<file path="config.mk">
export PLATFORM = sky130hd
export DESIGN_NAME = a2_bridge_responder_flat
export DESIGN_NICKNAME = d
export VERILOG_FILES = /design/src/rtl/a2_bridge_pkg.sv /design/src/rtl/a2_bridge_if.sv /design/src/rtl/a2_bridge_sync.sv /design/src/rtl/a2_bridge_responder.sv /design/src/flat_wrapper.sv
export SDC_FILE = /design/constraint.sdc
export NUM_CORES = 1
export LEC_CHECK = 0
export BUFFER_PORTS_ARGS = -buffer_cell sky130_fd_sc_hd__buf_2
export CAP_MARGIN = 20
export CORE_MARGIN = 5
export CORE_UTILIZATION = 50
export DETAILED_ROUTE_END_ITERATION = 16
export PLACE_DENSITY = 0.88
export SLEW_MARGIN = 20
export SYNTH_ARGS = -nofsm -noshare
export SYNTH_HDL_FRONTEND = slang
export SYNTH_SLANG_ARGS = --single-unit
</file>
<file path="constraint.sdc">
create_clock -name clk_logic_i -period 1.3 [get_ports clk_logic_i]
set_input_delay 0.065 -clock clk_logic_i [delete_from_list [all_inputs] [get_ports clk_logic_i]]
set_output_delay 0.065 -clock clk_logic_i [all_outputs]
set_load 0.01 [all_outputs]
</file>
<file path="src/rtl/a2_bridge_pkg.sv">
// Shared definitions for the A2 bus bridge responder and its bus master.
// Register select codes and bit positions in the sel-0 status byte.
package a2_bridge_pkg;

    localparam logic [2:0] SEL_CTRL    = 3'd0;
    localparam logic [2:0] SEL_DATA    = 3'd1;
    localparam logic [2:0] SEL_ADDR_LO = 3'd2;
    localparam logic [2:0] SEL_ADDR_HI = 3'd3;
    localparam logic [2:0] SEL_M2      = 3'd4;
    localparam logic [2:0] SEL_DIP     = 3'd5;

    localparam int CTRL_BIT_RW    = 0;
    localparam int CTRL_BIT_INH   = 1;
    localparam int CTRL_BIT_IRQ   = 2;
    localparam int CTRL_BIT_RDY   = 3;
    localparam int CTRL_BIT_DMA   = 4;
    localparam int CTRL_BIT_NMI   = 5;
    localparam int CTRL_BIT_RESET = 6;

    // Bit of the control-out byte that releases (1) or pulls (0) IRQ.
    localparam int CTRL_OUT_IRQ = 2;

endpackage

</file>
<file path="src/rtl/a2_bridge_if.sv">
// Bridge master port: register select, read/write strobes, data in/out.
// master drives the strobes and write data; slave returns read data.
interface a2_bridge_if;
    import a2_bridge_pkg::*;

    logic [2:0] bridge_sel_i;
    logic       bridge_rd_n_i;
    logic       bridge_wr_n_i;
    logic       bridge_bus_d_oe_n_i;
    logic [7:0] bridge_d_i;
    logic [7:0] bridge_d_o;
    logic       bridge_d_oe_o;

    modport master (
        output bridge_sel_i,
        output bridge_rd_n_i,
        output bridge_wr_n_i,
        output bridge_bus_d_oe_n_i,
        output bridge_d_i,
        input  bridge_d_o,
        input  bridge_d_oe_o
    );

    modport slave (
        input  bridge_sel_i,
        input  bridge_rd_n_i,
        input  bridge_wr_n_i,
        input  bridge_bus_d_oe_n_i,
        input  bridge_d_i,
        output bridge_d_o,
        output bridge_d_oe_o
    );

endinterface

</file>
<file path="src/rtl/a2_bridge_sync.sv">
// N-stage W-bit synchronizer with async active-low reset to RST_VAL.
// Ports: clk, rst_n, d (async input), q (synchronized output).
module a2_bridge_sync #(
    parameter int             STAGES  = 2,
    parameter int             W       = 1,
    parameter logic [W-1:0]   RST_VAL = '0
) (
    input  logic         clk,
    input  logic         rst_n,
    input  logic [W-1:0] d,
    output logic [W-1:0] q
);

    logic [W-1:0] ff [STAGES];

    always_ff @(posedge clk or negedge rst_n) begin
        if (!rst_n) begin
            for (int i = 0; i < STAGES; i++) ff[i] <= RST_VAL;
        end else begin
            ff[0] <= d;
            for (int i = 1; i < STAGES; i++) ff[i] <= ff[i-1];
        end
    end

    assign q = ff[STAGES-1];

endmodule

</file>
<file path="src/rtl/a2_bridge_responder.sv">
// Bridge responder: latches Apple II slot signals and serves them as bytes.
// Ports: clock/reset, Apple slot inputs, bridge bus (slave), Apple drives.
module a2_bridge_responder
    import a2_bridge_pkg::*;
#(
    parameter int PHI_SYNC_STAGES = 2
) (
    input  logic        clk_logic_i,
    input  logic        system_reset_n_i,
    input  logic        a2_phi0_i,
    input  logic [15:0] a2_addr_i,
    input  logic [7:0]  a2_data_i,
    input  logic        a2_rw_n_i,
    input  logic        a2_m2sel_n_i,
    input  logic        a2_m2b0_i,
    input  logic [5:0]  a2_control_n_i,
    input  logic [3:0]  dip_switches_n_i,
    a2_bridge_if.slave  bus,
    output logic [7:0]  a2_data_o,
    output logic        a2_data_oe_o,
    output logic        a2_irq_oe_o,
    output logic        contention_o
);

    logic        phi_s;
    logic        phi_d;
    logic [5:0]  ctrl_n_s;
    logic [3:0]  dip_n_s;

    logic [15:0] addr_r;
    logic        rw_n_r;
    logic        m2sel_n_r;
    logic        m2b0_r;
    logic [7:0]  data_r;

    logic [7:0]  ctrl_out_r;
    logic [7:0]  data_out_r;
    logic        wr_n_d;
    logic        commit;
    logic        contention_r;
    logic [7:0]  rd_mux;
    logic        ctrl_unused;

    a2_bridge_sync #(
        .STAGES (PHI_SYNC_STAGES),
        .W      (1),
        .RST_VAL(1'b0)
    ) u_sync_phi (
        .clk  (clk_logic_i),
        .rst_n(system_reset_n_i),
        .d    (a2_phi0_i),
        .q    (phi_s)
    );

    a2_bridge_sync #(
        .STAGES (PHI_SYNC_STAGES),
        .W      (6),
        .RST_VAL(6'h3F)
    ) u_sync_ctrl (
        .clk  (clk_logic_i),
        .rst_n(system_reset_n_i),
        .d    (a2_control_n_i),
        .q    (ctrl_n_s)
    );

    a2_bridge_sync #(
        .STAGES (PHI_SYNC_STAGES),
        .W      (4),
        .RST_VAL(4'hF)
    ) u_sync_dip (
        .clk  (clk_logic_i),
        .rst_n(system_reset_n_i),
        .d    (dip_switches_n_i),
        .q    (dip_n_s)
    );

    // Latch enables use the delayed PHI0 so the edge-pulse cycle still
    // loads and the freeze lands on the following cycle.
    always_ff @(posedge clk_logic_i or negedge system_reset_n_i) begin
        if (!system_reset_n_i) begin
            phi_d     <= 1'b0;
            addr_r    <= 16'h0000;
            rw_n_r    <= 1'b1;
            m2sel_n_r <= 1'b0;
            m2b0_r    <= 1'b0;
            data_r    <= 8'h00;
        end else begin
            phi_d <= phi_s;
            if (!phi_d) begin
                addr_r    <= a2_addr_i;
                rw_n_r    <= a2_rw_n_i;
                m2sel_n_r <= a2_m2sel_n_i;
                m2b0_r    <= a2_m2b0_i;
            end
            if (phi_d) begin
                data_r <= a2_data_i;
            end
        end
    end

    // One commit per wr_n low pulse, however long it is held.
    assign commit = wr_n_d && !bus.bridge_wr_n_i;

    always_ff @(posedge clk_logic_i or negedge system_reset_n_i) begin
        if (!system_reset_n_i) begin
            wr_n_d       <= 1'b1;
            ctrl_out_r   <= 8'hFF;
            data_out_r   <= 8'h00;
            contention_r <= 1'b0;
        end else begin
            wr_n_d <= bus.bridge_wr_n_i;
            if (commit && bus.bridge_sel_i == SEL_CTRL) begin
                ctrl_out_r <= bus.bridge_d_i;
            end
            if (commit && bus.bridge_sel_i == SEL_DATA) begin
                data_out_r <= bus.bridge_d_i;
            end
            if ((!bus.bridge_rd_n_i && !bus.bridge_wr_n_i) ||
                (!bus.bridge_bus_d_oe_n_i && phi_s && !rw_n_r)) begin
                contention_r <= 1'b1;
            end
        end
    end

    always_comb begin
        rd_mux = 8'hFF;
        unique case (bus.bridge_sel_i)
            SEL_CTRL:    rd_mux = {1'b1, ctrl_n_s, rw_n_r};
            SEL_DATA:    rd_mux = data_r;
            SEL_ADDR_LO: rd_mux = addr_r[7:0];
            SEL_ADDR_HI: rd_mux = addr_r[15:8];
            SEL_M2:      rd_mux = {6'b111111, m2sel_n_r, m2b0_r};
            SEL_DIP:     rd_mux = {4'hF, dip_n_s};
            default:     rd_mux = 8'hFF;
        endcase
    end

    assign bus.bridge_d_o    = bus.bridge_rd_n_i ? 8'hFF : rd_mux;
    assign bus.bridge_d_oe_o = !bus.bridge_rd_n_i && bus.bridge_wr_n_i;

    assign a2_data_o    = data_out_r;
    assign a2_data_oe_o = !bus.bridge_bus_d_oe_n_i && phi_s && rw_n_r;
    assign a2_irq_oe_o  = !ctrl_out_r[CTRL_OUT_IRQ];
    assign contention_o = contention_r;

    // Remaining control-out bits are kept for the master but drive nothing.
    assign ctrl_unused = ^{ctrl_out_r[7:3], ctrl_out_r[1:0]};

endmodule

</file>
<file path="src/flat_wrapper.sv">
// flat-port wrapper written by rule: the top's interface ports become plain ports
module a2_bridge_responder_flat import a2_bridge_pkg::*;
#(
    parameter int PHI_SYNC_STAGES = 2
)
  (clk_logic_i, system_reset_n_i, a2_phi0_i, a2_addr_i, a2_data_i, a2_rw_n_i, a2_m2sel_n_i, a2_m2b0_i, a2_control_n_i, dip_switches_n_i, a2_data_o, a2_data_oe_o, a2_irq_oe_o, contention_o, bus_bridge_sel_i, bus_bridge_rd_n_i, bus_bridge_wr_n_i, bus_bridge_bus_d_oe_n_i, bus_bridge_d_i, bus_bridge_d_o, bus_bridge_d_oe_o);
  a2_bridge_if bus_i ();
  input  logic clk_logic_i;
  input  logic system_reset_n_i;
  input  logic a2_phi0_i;
  input  logic [15:0] a2_addr_i;
  input  logic [7:0] a2_data_i;
  input  logic a2_rw_n_i;
  input  logic a2_m2sel_n_i;
  input  logic a2_m2b0_i;
  input  logic [5:0] a2_control_n_i;
  input  logic [3:0] dip_switches_n_i;
  output logic [7:0] a2_data_o;
  output logic a2_data_oe_o;
  output logic a2_irq_oe_o;
  output logic contention_o;
  input wire logic [$bits(bus_i.bridge_sel_i)-1:0] bus_bridge_sel_i;
  input wire logic [$bits(bus_i.bridge_rd_n_i)-1:0] bus_bridge_rd_n_i;
  input wire logic [$bits(bus_i.bridge_wr_n_i)-1:0] bus_bridge_wr_n_i;
  input wire logic [$bits(bus_i.bridge_bus_d_oe_n_i)-1:0] bus_bridge_bus_d_oe_n_i;
  input wire logic [$bits(bus_i.bridge_d_i)-1:0] bus_bridge_d_i;
  output wire logic [$bits(bus_i.bridge_d_o)-1:0] bus_bridge_d_o;
  output wire logic [$bits(bus_i.bridge_d_oe_o)-1:0] bus_bridge_d_oe_o;
  assign bus_i.bridge_sel_i = bus_bridge_sel_i;
  assign bus_i.bridge_rd_n_i = bus_bridge_rd_n_i;
  assign bus_i.bridge_wr_n_i = bus_bridge_wr_n_i;
  assign bus_i.bridge_bus_d_oe_n_i = bus_bridge_bus_d_oe_n_i;
  assign bus_i.bridge_d_i = bus_bridge_d_i;
  assign bus_bridge_d_o = bus_i.bridge_d_o;
  assign bus_bridge_d_oe_o = bus_i.bridge_d_oe_o;
  a2_bridge_responder #(.PHI_SYNC_STAGES(PHI_SYNC_STAGES)) u_core (.clk_logic_i(clk_logic_i), .system_reset_n_i(system_reset_n_i), .a2_phi0_i(a2_phi0_i), .a2_addr_i(a2_addr_i), .a2_data_i(a2_data_i), .a2_rw_n_i(a2_rw_n_i), .a2_m2sel_n_i(a2_m2sel_n_i), .a2_m2b0_i(a2_m2b0_i), .a2_control_n_i(a2_control_n_i), .dip_switches_n_i(dip_switches_n_i), .bus(bus_i), .a2_data_o(a2_data_o), .a2_data_oe_o(a2_data_oe_o), .a2_irq_oe_o(a2_irq_oe_o), .contention_o(contention_o));
endmodule
</file>
# Word level (Yosys, flattened, before mapping)

Cells that the tools add are included.

Input bits: 54
Bits in registers: 63
Output and inout bits: 20
Logic and storage cells: 38

Reductions and logical operators: 15
Mux-type cells: 2
Equal/unequal tests: 5

Operators by type and width:

| operator                                       | count |
|---|---|
| case mux 8 bit (6 select lines)                | 1 |
| logical AND 1 bit                              | 8 |
| two-way mux 8 bit                              | 1 |
| == test 3 x 2 -> 1 bit (second input constant) | 2 |
| == test 3 bit (second input constant)          | 2 |
| logical NOT 1 bit                              | 5 |
| == test 3 x 1 -> 1 bit (second input constant) | 1 |
| logical NOT 3 bit                              | 1 |
| logical OR 1 bit                               | 1 |

# Logic depth before layout (Yosys ltp)

Gate-level depths: netlist (run 1).

Depth in word-level cells: 4
Depth in mapped cells: 5
Mapped depth without buffers: 3

# Hierarchy

Synthesis (run 1) repeated with hierarchy kept, for this count alone.

Cells, all modules: 165
Area total of the unflattened synthesis: 2507.4 µm²

By module, submodules not included:

| module                               | seq. area each (µm²) | cells each | times used | area each (µm²) |
|---|---|---|---|---|
| a2_bridge_responder                  | 979.7                | 133        | 1          | 1856.8 |
| a2_bridge_sync at u_core.u_sync_ctrl | 315.3                | 18         | 1          | 360.3 |
| a2_bridge_sync at u_core.u_sync_dip  | 210.2                | 12         | 1          | 240.2 |
| a2_bridge_sync at u_core.u_sync_phi  | 50.0                 | 2          | 1          | 50.0 |

# Worst setup path before layout (run 1)

Ideal clock, no wire load.

Kind: register to output
Start: register u_core.data_r[4]
End: output port bus_bridge_d_o[4]
Cell stages (with the launch flop): 3
Path buffers: 0
Slack: 60 ps
Arrival: 1175 ps
Required time: 1235 ps
Cells stage by stage: dfrtp_1 > mux4_1 > or3_1

Word-level cells in the longest chain between the ends: 2

RTL lines:

| item                            | line                       | RTL |
|---|---|---|
| start, declared                 | a2_bridge_responder.sv:34  | `logic [7:0] data_r;` |
| start signal, assigned          | a2_bridge_responder.sv:96  | `data_r <= a2_data_i;` |
| case mux 8 bit (6 select lines) | a2_bridge_responder.sv:127 | `unique case (bus.bridge_sel_i)` |
| two-way mux 8 bit               | a2_bridge_responder.sv:138 | `assign bus.bridge_d_o = bus.bridge_rd_n_i ? 8'hFF : rd_mux;` |
| end, declared                   | flat_wrapper.sv:27         | `output wire logic [$bits(bus_i.bridge_d_o)-1:0] bus_bridge_d_o;` |

Every way passes these cells.

# Worst setup path after layout (run 1)

Start: register u_core.addr_r[13]
End: output port bus_bridge_d_o[5]

Word-level cells in the longest chain between the ends: 2

RTL lines:

| item                            | line                       | RTL |
|---|---|---|
| start, declared                 | a2_bridge_responder.sv:30  | `logic [15:0] addr_r;` |
| start signal, assigned          | a2_bridge_responder.sv:90  | `addr_r <= a2_addr_i;` |
| case mux 8 bit (6 select lines) | a2_bridge_responder.sv:127 |  |
| two-way mux 8 bit               | a2_bridge_responder.sv:138 |  |

Every way passes these cells.

==> summary.txt, run 1 <==
Critical path
  • Slowest stage delay, CP: 0.48 ns
  • Worst Path Required: 1.24 ns
  • CP arrival: 1.67 ns
  • Critical path origin: u_core.addr_r[13]
  • Crit path capture type: output port
  • Crit path max fanout: 2
  • RR Startpoint: u_core.rw_n_r
  • Worst Path Class, Setup: flip-flop to output port
  • Worst path cell trace: mux4_2 -> or3_1 -> buf_2
  • CP max-delay cell: mux4_2
  • Worst Setup Start Kind: flip-flop

Layout
  • Storage element area: 1555 um2
  • Final Util: between 70% and 80%
  • Ant diodes: 0
  • Fin cells: about 360
  • Share of cells above drive strength 1: about 59%
  • Area of the multi-input gates: between 800 and 900 um2
  • Fin area: approximately 3600 um2
  • FILL cells: 310
  • Area grow syn2layout: 47.94%
  • Nets: roughly 340

Yosys
  • Synth Flop Type: dfrtp_1
  • Complex-gate fraction of the synthesized area: between 3 and 4%
  • Cell area after synthesis: 2432 um2
  • Synth Area in XOR/XNOR: 0%
  • Post-synthesis adder-cell area fraction: 0%
  • Mapped Cells: 155
  • Top cells by area, synth: dfrtp_1 (39%), dfstp_2 (25%), mux2_2 (18%), mux4_1 (3.2%), buf_2 (1.4%)
  • Main combinational cell family by area after synthesis: multiplexers
  • Yosys reg bits: 61
  • Post-synth EDFFs: 0
  • Synth Area per Inst: 15.69 um2
  • Yosys top cell area share: 39.09%
  • Register area share after synthesis: a little under two thirds
  • Async set or reset register ratio after synthesis: 100.0%
  • Syn Nets: ~210
  • Synth Warn #: 0
  • Leading area contributor after synthesis: dfrtp_1
  • Count of different cell masters after synthesis: 30
  • Multiplexer area fraction after synthesis: 22.99%
  • Synth Area in Simple Gates: 7.407%
  • Commonest cells in the netlist: dfrtp_1 (38), mux2_2 (38), dfstp_2 (23)

Power
  • Sw Pwr: 1.099 mW
  • Internal: 3.241 mW
  • Power share of the sequential group: 51.2%
  • Combinational share of power: between 15 and 20%
  • Switch share: ~25%
  • Clock share of power: 31.6%
  • LEAKAGE: 1.623 nW
  • Pwr Density: 1206 nW/um2
  • Maximum VDD drop: between 0.7 and 0.8 mV
  • Total power: 4.340 mW

Placed design
  • Hpwl dp: about 3.7 mm
  • GP Congestion: approximately 0.85
  • Dpl cell area: 2909 um2
  • DP Cell Count: around 300
  • IO buf count: 73

GRT
  • Global-route wire length before repair: approximately 10 mm
  • Largest net degree at the start of global routing: 62
  • Final global-route overflow total: 0
  • Initial antenna violation count: 0
  • Vias in the first global route: 2092
  • All-layer global routing usage: 21.59%

Floorplan
  • Die X: 79.75 um
  • Die Footprint: 6359 um2
  • Core Region: about 4700 um2
  • Site Rows: 25
  • Initial core utilization: between 50% and 60%
  • Die Ht: 79.75 um
  • Top Ports: 74

STA
  • RSZ-0062 raised after global routing: yes
  • Fmax: 576.0 MHz
  • Max-slew headroom: between 70 and 80%
  • Slew Limit Fails: 0
  • Crit path time final: between 1.5 and 2 ns
  • Fin. Hold Viols: 0
  • Final worst setup slack: -0.4360 ns
  • Fin crit share: 133.5%
  • Post-Route Skew: around 0.0096 ns
  • Setup Viol. Count Final: 9
  • Worst-margin pin slew: around 0.36 ns

Hold path
  • Hold path startpoint: bus_bridge_bus_d_oe_n_i
  • Worst min path class: input port to flip-flop

Clocking
  • Clock Pin Slew Worst Setup and Hold Paths: 0.06 ns
  • CTS Sinks: a little over 60
  • Root Buffer: clkbuf_8
  • Total CTS buffers: 9
  • Clock buffer depth: 2
  • CTS tree: done
  • CTS H-Tree Depth: 3
  • Worst-Skew Late Latency: 0.32 ns

Status
  • Status: finished with violations
  • Failing checks: setup timing

Job
  • Max Cap Violations: 0

Route
  • Routed WL: a little over 6 mm
  • Avg Vias per Cell: approximately 5
  • DR WL/cell: 16.95 um
  • Iteration count of the initial detailed-routing pass: 4
  • Drc violations: 0
  • Via Count: 1790
  • Final ANT Viol Nets: 0
  • DRT iter0 DRCs: 103
cell families after synthesis:
logic type      Yosys count
compound gates           13
buf+inv                  10
flops                    61
mux                      45
simple gates             26
registers in the layout, summed over array words and instances, names as in the netlist:
signal,flops
u_core.u_sync_phi.q,1
u_core.m2sel_n_r,1
u_core.phi_d,1
u_core.m2b0_r,1
u_core.wr_n_d,1
u_core.rw_n_r,1
u_core.u_sync_ctrl.ff,6
u_core.addr_r,16
u_core.data_r,8
u_core.u_sync_phi.ff,1
u_core.contention_o,1
u_core.a2_data_o,8
u_core.u_sync_ctrl.q,6
u_core.ctrl_out_r,1
u_core.u_sync_dip.q,4
u_core.u_sync_dip.ff,4
cell type report:
cell class              count  share of cell area (%)
repair buffers            129                   26.15
flip-flops and latches     61                   43.22
clock buffers              11                   3.651
inverters                   2                  0.2086
well taps                  67                   2.330
clock inverters             5                  0.7650
multi-input cells          84                   23.68
layer usage:
metal / part of all wire [%] / global-route usage [%] / vias to the layer above
met5: 0 / 0 / -
met4: 2.6 / 11.82 / 0
met3: 6.0 / 6.208 / 14
met2: 55 / 37.73 / 70
met1: 37 / 23.44 / 889
li1: - / - / 817
layout by cell type, fill, tap and decap left out, types with 2 or more instances in the layout:
cell type,instances
or2_4,2
nor2b_1,3
mux4_2,4
buf_12,2
nor2_1,2
dlygate4sd3_1,48
mux2i_1,3
buf_6,2
a221oi_2,2
nand3b_1,2
buf_4,5
buf_2,72
clkbuf_8,9
a21oi_1,2
nand2_2,2
clkinv_2,4
inv_1,2
nand2b_1,2
o21a_1,2
or3_1,5
dfstp_2,23
clkbuf_1,2
dfrtp_1,38
mux2_2,37
o21ai_1,2
timing repair:
item                                    4_1_cts  5_1_grt
pin swaps                                     6        3
endpoints found under the setup margin        8        9
hold endpoints to repair                     86        0
gates cloned                                  0        0
setup buffers                                 1        1
gates resized for setup                      13        3
hold buffers                                 48        0
power by group through the flow:
stage / Sequential (mW) / Combinational (mW) / Clock (mW)
6_report: 2.22 / 0.750 / 1.37
5_1_grt: 2.24 / 0.817 / 1.53
4_1_cts: 2.21 / 0.736 / 1.41
3_5_place_dp: 2.24 / 0.598 / 0
3_3_place_gp: 2.22 / 0.578 / 0
2_1_floorplan: 2.24 / 0.295 / 0
per-stage QoR:
step | setup slack, ns | hold WS (ns) | TNS, ns
final | -0.4360 | 0.1663 | -2.249
after global routing | -0.4637 | 0.1508 | -2.774
after CTS | -0.4723 | 0.1400 | -2.341
after detailed placement | -0.1055 | 0.09620 | -0.2634
after global placement | -0.06853 | 0.09225 | -0.1415
after floorplan | 0.06025 | -0.2306 | 0
critical path: cells and delay by family (launching register included):
kind                   cells  cell delay, ns
buffers and inverters      1            0.15
multiplexers               1            0.48
flip-flops                 1            0.40
AND/OR/NAND/NOR            1            0.32
final timing paths:
check | slack (ns) | endpoint | cells after the start
min in group asynchronous | 0.28 | u_core.m2sel_n_r | 3
worst max register to register | 0.08 | u_core.contention_o | 4
max in group asynchronous | 0.68 | u_core.wr_n_d | 3
worst min-delay path | 0.17 | u_core.contention_o | 3
worst min register to register | 0.35 | u_core.u_sync_ctrl.q[1] | 0
worst max-delay path | -0.44 | bus_bridge_d_o[5] | 3
(Power assumes the default switching activity.)
==> run 2, diff against run 1 <==
Settings changed: BUFFER_PORTS_ARGS -buffer_cell sky130_fd_sc_hd__buf_2 to default, CELL_PAD_IN_SITES_DETAIL_PLACEMENT from default to 1, CELL_PAD_IN_SITES_GLOBAL_PLACEMENT from default to 2, CORE_UTILIZATION 50 to 42, DONT_BUFFER_PORTS from default to 1.
==> run 2 against run 1 <==
- the run ends with hold timing, setup timing left
- global-route usage is 3.1 points lower
- utilization is 17 points lower
- register-to-register slack better by 0.03 ns
- clock-buffer cell count stayed put
- routed wire length is 3.6% higher
- clock skew is 0.0023 ns lower
- worst setup slack better by 0.083 ns
- sequential cell count stayed put
- combinational power is 32% lower
- sequential power is 2% higher
- power is 4.4% higher
- critical path depth is 1 lower
- highest routed layer unchanged
==> summary.txt, run 2 (synthesis gave the netlist of run 1 again) <==
Critical path
  • CP arrival: 1.59 ns
  • Slowest stage delay, CP: 0.50 ns
  • Worst Path Required: 1.24 ns
  • Crit-path leading delay family: multiplexers
  • Worst Path Class, Setup: flip-flop to output port
  • Worst path cell trace: mux4_2 -> or3_4
  • RR Startpoint: u_core.wr_n_d
  • Worst Setup Start Kind: flip-flop
  • Worst reg2reg path endpoint: u_core.a2_data_o[7]
  • CP bufs+invs: 0
  • Crit path capture type: output port
  • Reg2reg path depth: 2
  • Crit path max fanout: 2
  • R2R Setup Slk: between 0.1 and 0.15 ns
  • CP max-delay cell: mux4_2

Power
  • Total power: approximately 4.5 mW
  • Maximum VDD drop: 0.9677 mV
  • Pwr Density: 1380 nW/um2
  • LEAKAGE: 1.359 nW

Route
  • DR WL/cell: roughly 22 um
  • Via Count: ~1500
  • Avg Vias per Cell: 5.221
  • Final ANT Viol Nets: 0
  • Routed WL: 6.303 mm
  • DRT iter0 DRCs: 30
  • Drc violations: 0
  • Iteration count of the initial detailed-routing pass: 4

Placed design
  • Pre-CTS WS: -0.05665 ns
  • Hpwl dp: 3.805 mm
  • IO buf count: 0
  • GP Congestion: 0.6968

Layout
  • FILL cells: 525
  • Share of cells above drive strength 1: 47.25%
  • Final Util: between 50% and 60%
  • Ant diodes: 0
  • Biggest register: u_core.addr_r
  • Most common cell after layout, fill and taps aside: dlygate4sd3_1
  • Max reg flops: 16
  • Storage element area: 1555 um2
  • Commonest non-fill, non-tap cells in the layout: dlygate4sd3_1 (48), dfrtp_1 (38), mux2_2 (37)
  • Nets: between 200 and 300
  • Area grow syn2layout: 35.03%
  • Area of the multi-input gates: a little under 900 um2

GRT
  • Global-route wire length before repair: 10.12 mm
  • Vias in the first global route: 1943
  • Final global-route overflow total: 0
  • Largest net degree at the start of global routing: 62
  • All-layer global routing usage: 18.52%
  • Initial antenna violation count: 0

Status
  • Status: finished with violations
  • Failing checks: hold timing, setup timing

STA
  • Post-route setup TNS: -1.532 ns
  • Fin. Hold Viols: 61
  • Worst-margin pin slew: 0.4131 ns
  • Fmax: 605.0 MHz
  • Slew Limit Fails: 0
  • Fin crit share: 127.1%
  • Final worst setup slack: -0.3529 ns
  • RSZ-0062 raised after global routing: yes
  • Hold slack: -0.5768 ns
  • Crit path time final: 1.653 ns
  • Setup Viol. Count Final: 8
  • Max-slew headroom: 72.36%
  • Post-Route Skew: between 0.007 and 0.008 ns

Clocking
  • Total CTS buffers: 9
  • CTS tree: done
  • Root Buffer: clkbuf_8
  • Clock buffer depth: 2
  • Worst-Skew Late Latency: around 0.33 ns
  • CTS Sinks: 61
  • CTS Hold Bufs: 48
  • CTS H-Tree Depth: 3
  • Clock Pin Slew Worst Setup and Hold Paths: 0.07 ns

Job
  • Max Cap Violations: 0

Hold path
  • Worst min path class: input port to async pin

Floorplan
  • Die Footprint: 7413 um2
  • Site Rows: 27
  • Initial core utilization: 43.64%
  • Die Ht: 86.10 um
  • Top Ports: 74
  • Die X: approximately 86 um
  • Core Region: 5574 um2
## run 2: repair_timing
item	in CTS	in global routing
pin swaps	5	4
hold endpoints to repair	110	61
setup endpoints to repair	8	9
buffers inserted	3	2
gates resized for setup	19	1
## run 2: layout make-up
class                   count  share of cell area [%]
multi-input cells          84                   26.78
well taps                  72                   2.743
clock inverters             5                   2.286
flip-flops and latches     61                   47.35
clock buffers              11                   4.000
inverters                   2                  0.2286
repair buffers             55                   16.61
## run 2: worst max-delay path by stage
stage                            startpoint                 to  slack [ns]  depth (start not counted)
final                     u_core.addr_r[12]  bus_bridge_d_o[4]       -0.35                          2
after global routing       u_core.data_r[4]  bus_bridge_d_o[4]       -0.40                          2
after CTS                 u_core.addr_r[14]  bus_bridge_d_o[6]       -0.34                          2
after detailed placement   u_core.data_r[4]  bus_bridge_d_o[4]       -0.06                          2
after global placement     u_core.data_r[5]  bus_bridge_d_o[5]        0.02                          2
after floorplan            u_core.data_r[4]  bus_bridge_d_o[4]        0.06                          2
## run 2: worst register-to-register path: cells and delay by family (launching register included)
family	cells	cell delay, ns
simple gates	1	0.19
flops	1	0.55
mux	1	0.34
## run 2: metal layers
layer  global-route usage [%]  vias up  wire length, um
met5                        0        -                0
met4                    5.324        0              104
met3                    7.685       10              456
met2                    34.76       60             3504
met1                    18.48      775             2238
li1                         -      669                -
## run 2: stage by stage
stage / cells / area [um2]
global route: 290 / 3284
detailed placement: 221 / 2507
finish: 290 / 3284
global placement: 221 / 2507
CTS: 288 / 3268
floorplan: 155 / 2432
## run 2: power breakdown
part	internal [mW]	leakage, nW	switching [mW]
clock	1.07	0.107	0.682
combinational	0.336	0.565	0.173
sequential	2.12	0.687	0.149
==> run 3, diff against run 2 <==
Settings changed: SETUP_SLACK_MARGIN from default to 0.3.
==> run 3 against run 2 <==
- the flow still finishes with violations (hold timing, setup timing)
- via count rose by 4.8%
- clock skew is 0.0016 ns higher
- first-iteration DRC count increased by 30%
- register-to-register slack worse by 0.08 ns
- utilization grew 6.6 points
- non-clock buffer count increased by 9
- fmax shrank 2.0%
- worst setup slack worse by 0.033 ns
- sequential share of layout area decreased by 4.7 points
- power increased by 12%
- combinational power rose by 40%
- die area unchanged
- critical path type unchanged
==> summary.txt, run 3 (synthesis gave the netlist of run 1 again) <==
Status
  • Status: finished with violations
  • Failing checks: hold timing, setup timing

STA
  • Slew Limit Fails: 0
  • Post-Route Skew: 0.008996 ns
  • Fin crit share: 129.7%
  • Post-route setup TNS: -1.779 ns
  • Hold slack: -0.5931 ns
  • Max-slew headroom: approximately 63%
  • Fin. Hold Viols: 61
  • Fmax: 593.2 MHz
  • Setup Viol. Count Final: 8
  • Final worst setup slack: -0.3858 ns
  • Crit path time final: 1.686 ns
  • RSZ-0062 raised after global routing: yes
  • Worst-margin pin slew: 0.5470 ns

Critical path
  • Crit path capture type: output port
  • Worst Path Class, Setup: flip-flop to output port
  • Worst Setup Start Kind: flip-flop
  • Crit path max fanout: 2
  • CP arrival: about 1.6 ns
  • Worst Path Required: ~1.2 ns

Placed design
  • IO buf count: 0
  • GP Congestion: 0.7437
  • DP Cell Count: 221
  • Pre-CTS WS: -0.01024 ns
  • Hpwl dp: 3.884 mm
  • Dpl cell area: 2576 um2

Layout
  • Max reg flops: 16
  • Area grow syn2layout: 50.10%
  • Commonest non-fill, non-tap cells in the layout: dlygate4sd3_1 (49), mux2_4 (37), dfrtp_1 (37)
  • Storage element area: 1556 um2
  • Fin area: 3651 um2
  • Share of cells above drive strength 1: around half
  • Nets: 276
  • FILL cells: 482
  • Fin cells: roughly 300
  • Most common cell after layout, fill and taps aside: dlygate4sd3_1
  • Biggest register: u_core.addr_r
  • Ant diodes: 0
  • Final Util: roughly two thirds
  • Area of the multi-input gates: 1049 um2

Route
  • DR WL/cell: 24.73 um
  • Final ANT Viol Nets: 0
  • Iteration count of the initial detailed-routing pass: 4
  • DRT iter0 DRCs: 39
  • Routed WL: approximately 7.4 mm
  • Via Count: 1587
  • Drc violations: 0
  • Avg Vias per Cell: 5.308

Power
  • Maximum VDD drop: 0.9758 mV
  • Total power: 5.064 mW
  • Pwr Density: around 1400 nW/um2
  • LEAKAGE: between 1.5 and 2 nW

Floorplan
  • Initial core utilization: 43.64%
  • Die Footprint: between 7000 and 8000 um2
  • Die Ht: 86.10 um
  • Site Rows: 27
  • Core Region: 5574 um2
  • Die X: 86.10 um
  • Top Ports: 74

Hold path
  • Worst min path class: input port to async pin

Job
  • Max Cap Violations: 0

GRT
  • Final global-route overflow total: 0
  • Vias in the first global route: 1901
  • Global-route wire length before repair: 11.27 mm
  • Initial antenna violation count: 0
  • Largest net degree at the start of global routing: 62
  • All-layer global routing usage: 21.28%

Clocking
  • Clock Pin Slew Worst Setup and Hold Paths: 0.07 ns
  • Root Buffer: clkbuf_8
  • Total CTS buffers: 9
  • CTS H-Tree Depth: 3
  • Worst-Skew Late Latency: 0.34 ns
  • CTS Hold Bufs: 49
  • CTS Sinks: 61
  • CTS tree: done
  • Clock buffer depth: 2
-- run 3: cell count changes in the layout (fill, tap and decap cells not counted), sizes merged --
cell,delta
buf,+8
clkbuf,+2
dlygate4sd3,+1
clkinv,-2
-- run 3: worst max-delay path, stage by stage (launching register included) --
cell     delay [ns]
dfrtp_1        0.40
mux4_2         0.50
or3_4          0.38
-- run 3: final cells by class --
| cell class | instances | share of cell area, % |
|---|---|---|
| Clock buffer | 13 | 4.901 |
| Clock inverter | 3 | 1.782 |
| Inverter | 2 | 0.2056 |
| Multi-Input combinational cell | 84 | 28.72 |
| Sequential cell | 61 | 42.63 |
| Tap cell | 72 | 2.467 |
| Timing Repair Buffer | 64 | 19.29 |
-- run 3: power by group --
group,leakage [nW],switching [mW],internal [mW]
clock,0.126,0.773,1.29
combinational,0.803,0.223,0.491
sequential,0.686,0.170,2.12
-- run 3: final timing paths --
path | from | endpoint | slack (ns) | depth (start not counted)
worst max register to register | u_core.wr_n_d | u_core.a2_data_o[4] | 0.03 | 2
worst min register to register | u_core.u_sync_phi.ff[1] | u_core.u_sync_phi.q | 0.36 | 0
worst min-delay path | system_reset_n_i | u_core.contention_o | -0.59 | 0
max in group asynchronous | system_reset_n_i | u_core.u_sync_dip.q[1] | 1.69 | 0
worst max-delay path | u_core.addr_r[12] | bus_bridge_d_o[4] | -0.39 | 2
min in group clk_logic_i | bus_bridge_sel_i[0] | u_core.a2_data_o[5] | 0.10 | 2
-- run 3: layer usage --
layer  track usage (%)  routed length (um)
met1             22.17                2719
met2             39.80                4129
met3             8.165                 444
met4             5.180                  99
met5                 0                   0
-- run 3: repair_timing --
item,CTS,global route
setup buffers,8,3
pin swaps,8,2
endpoints found under the hold margin,110,61
cloned,2,0
setup endpoints to repair,47,47
resized for setup,51,1
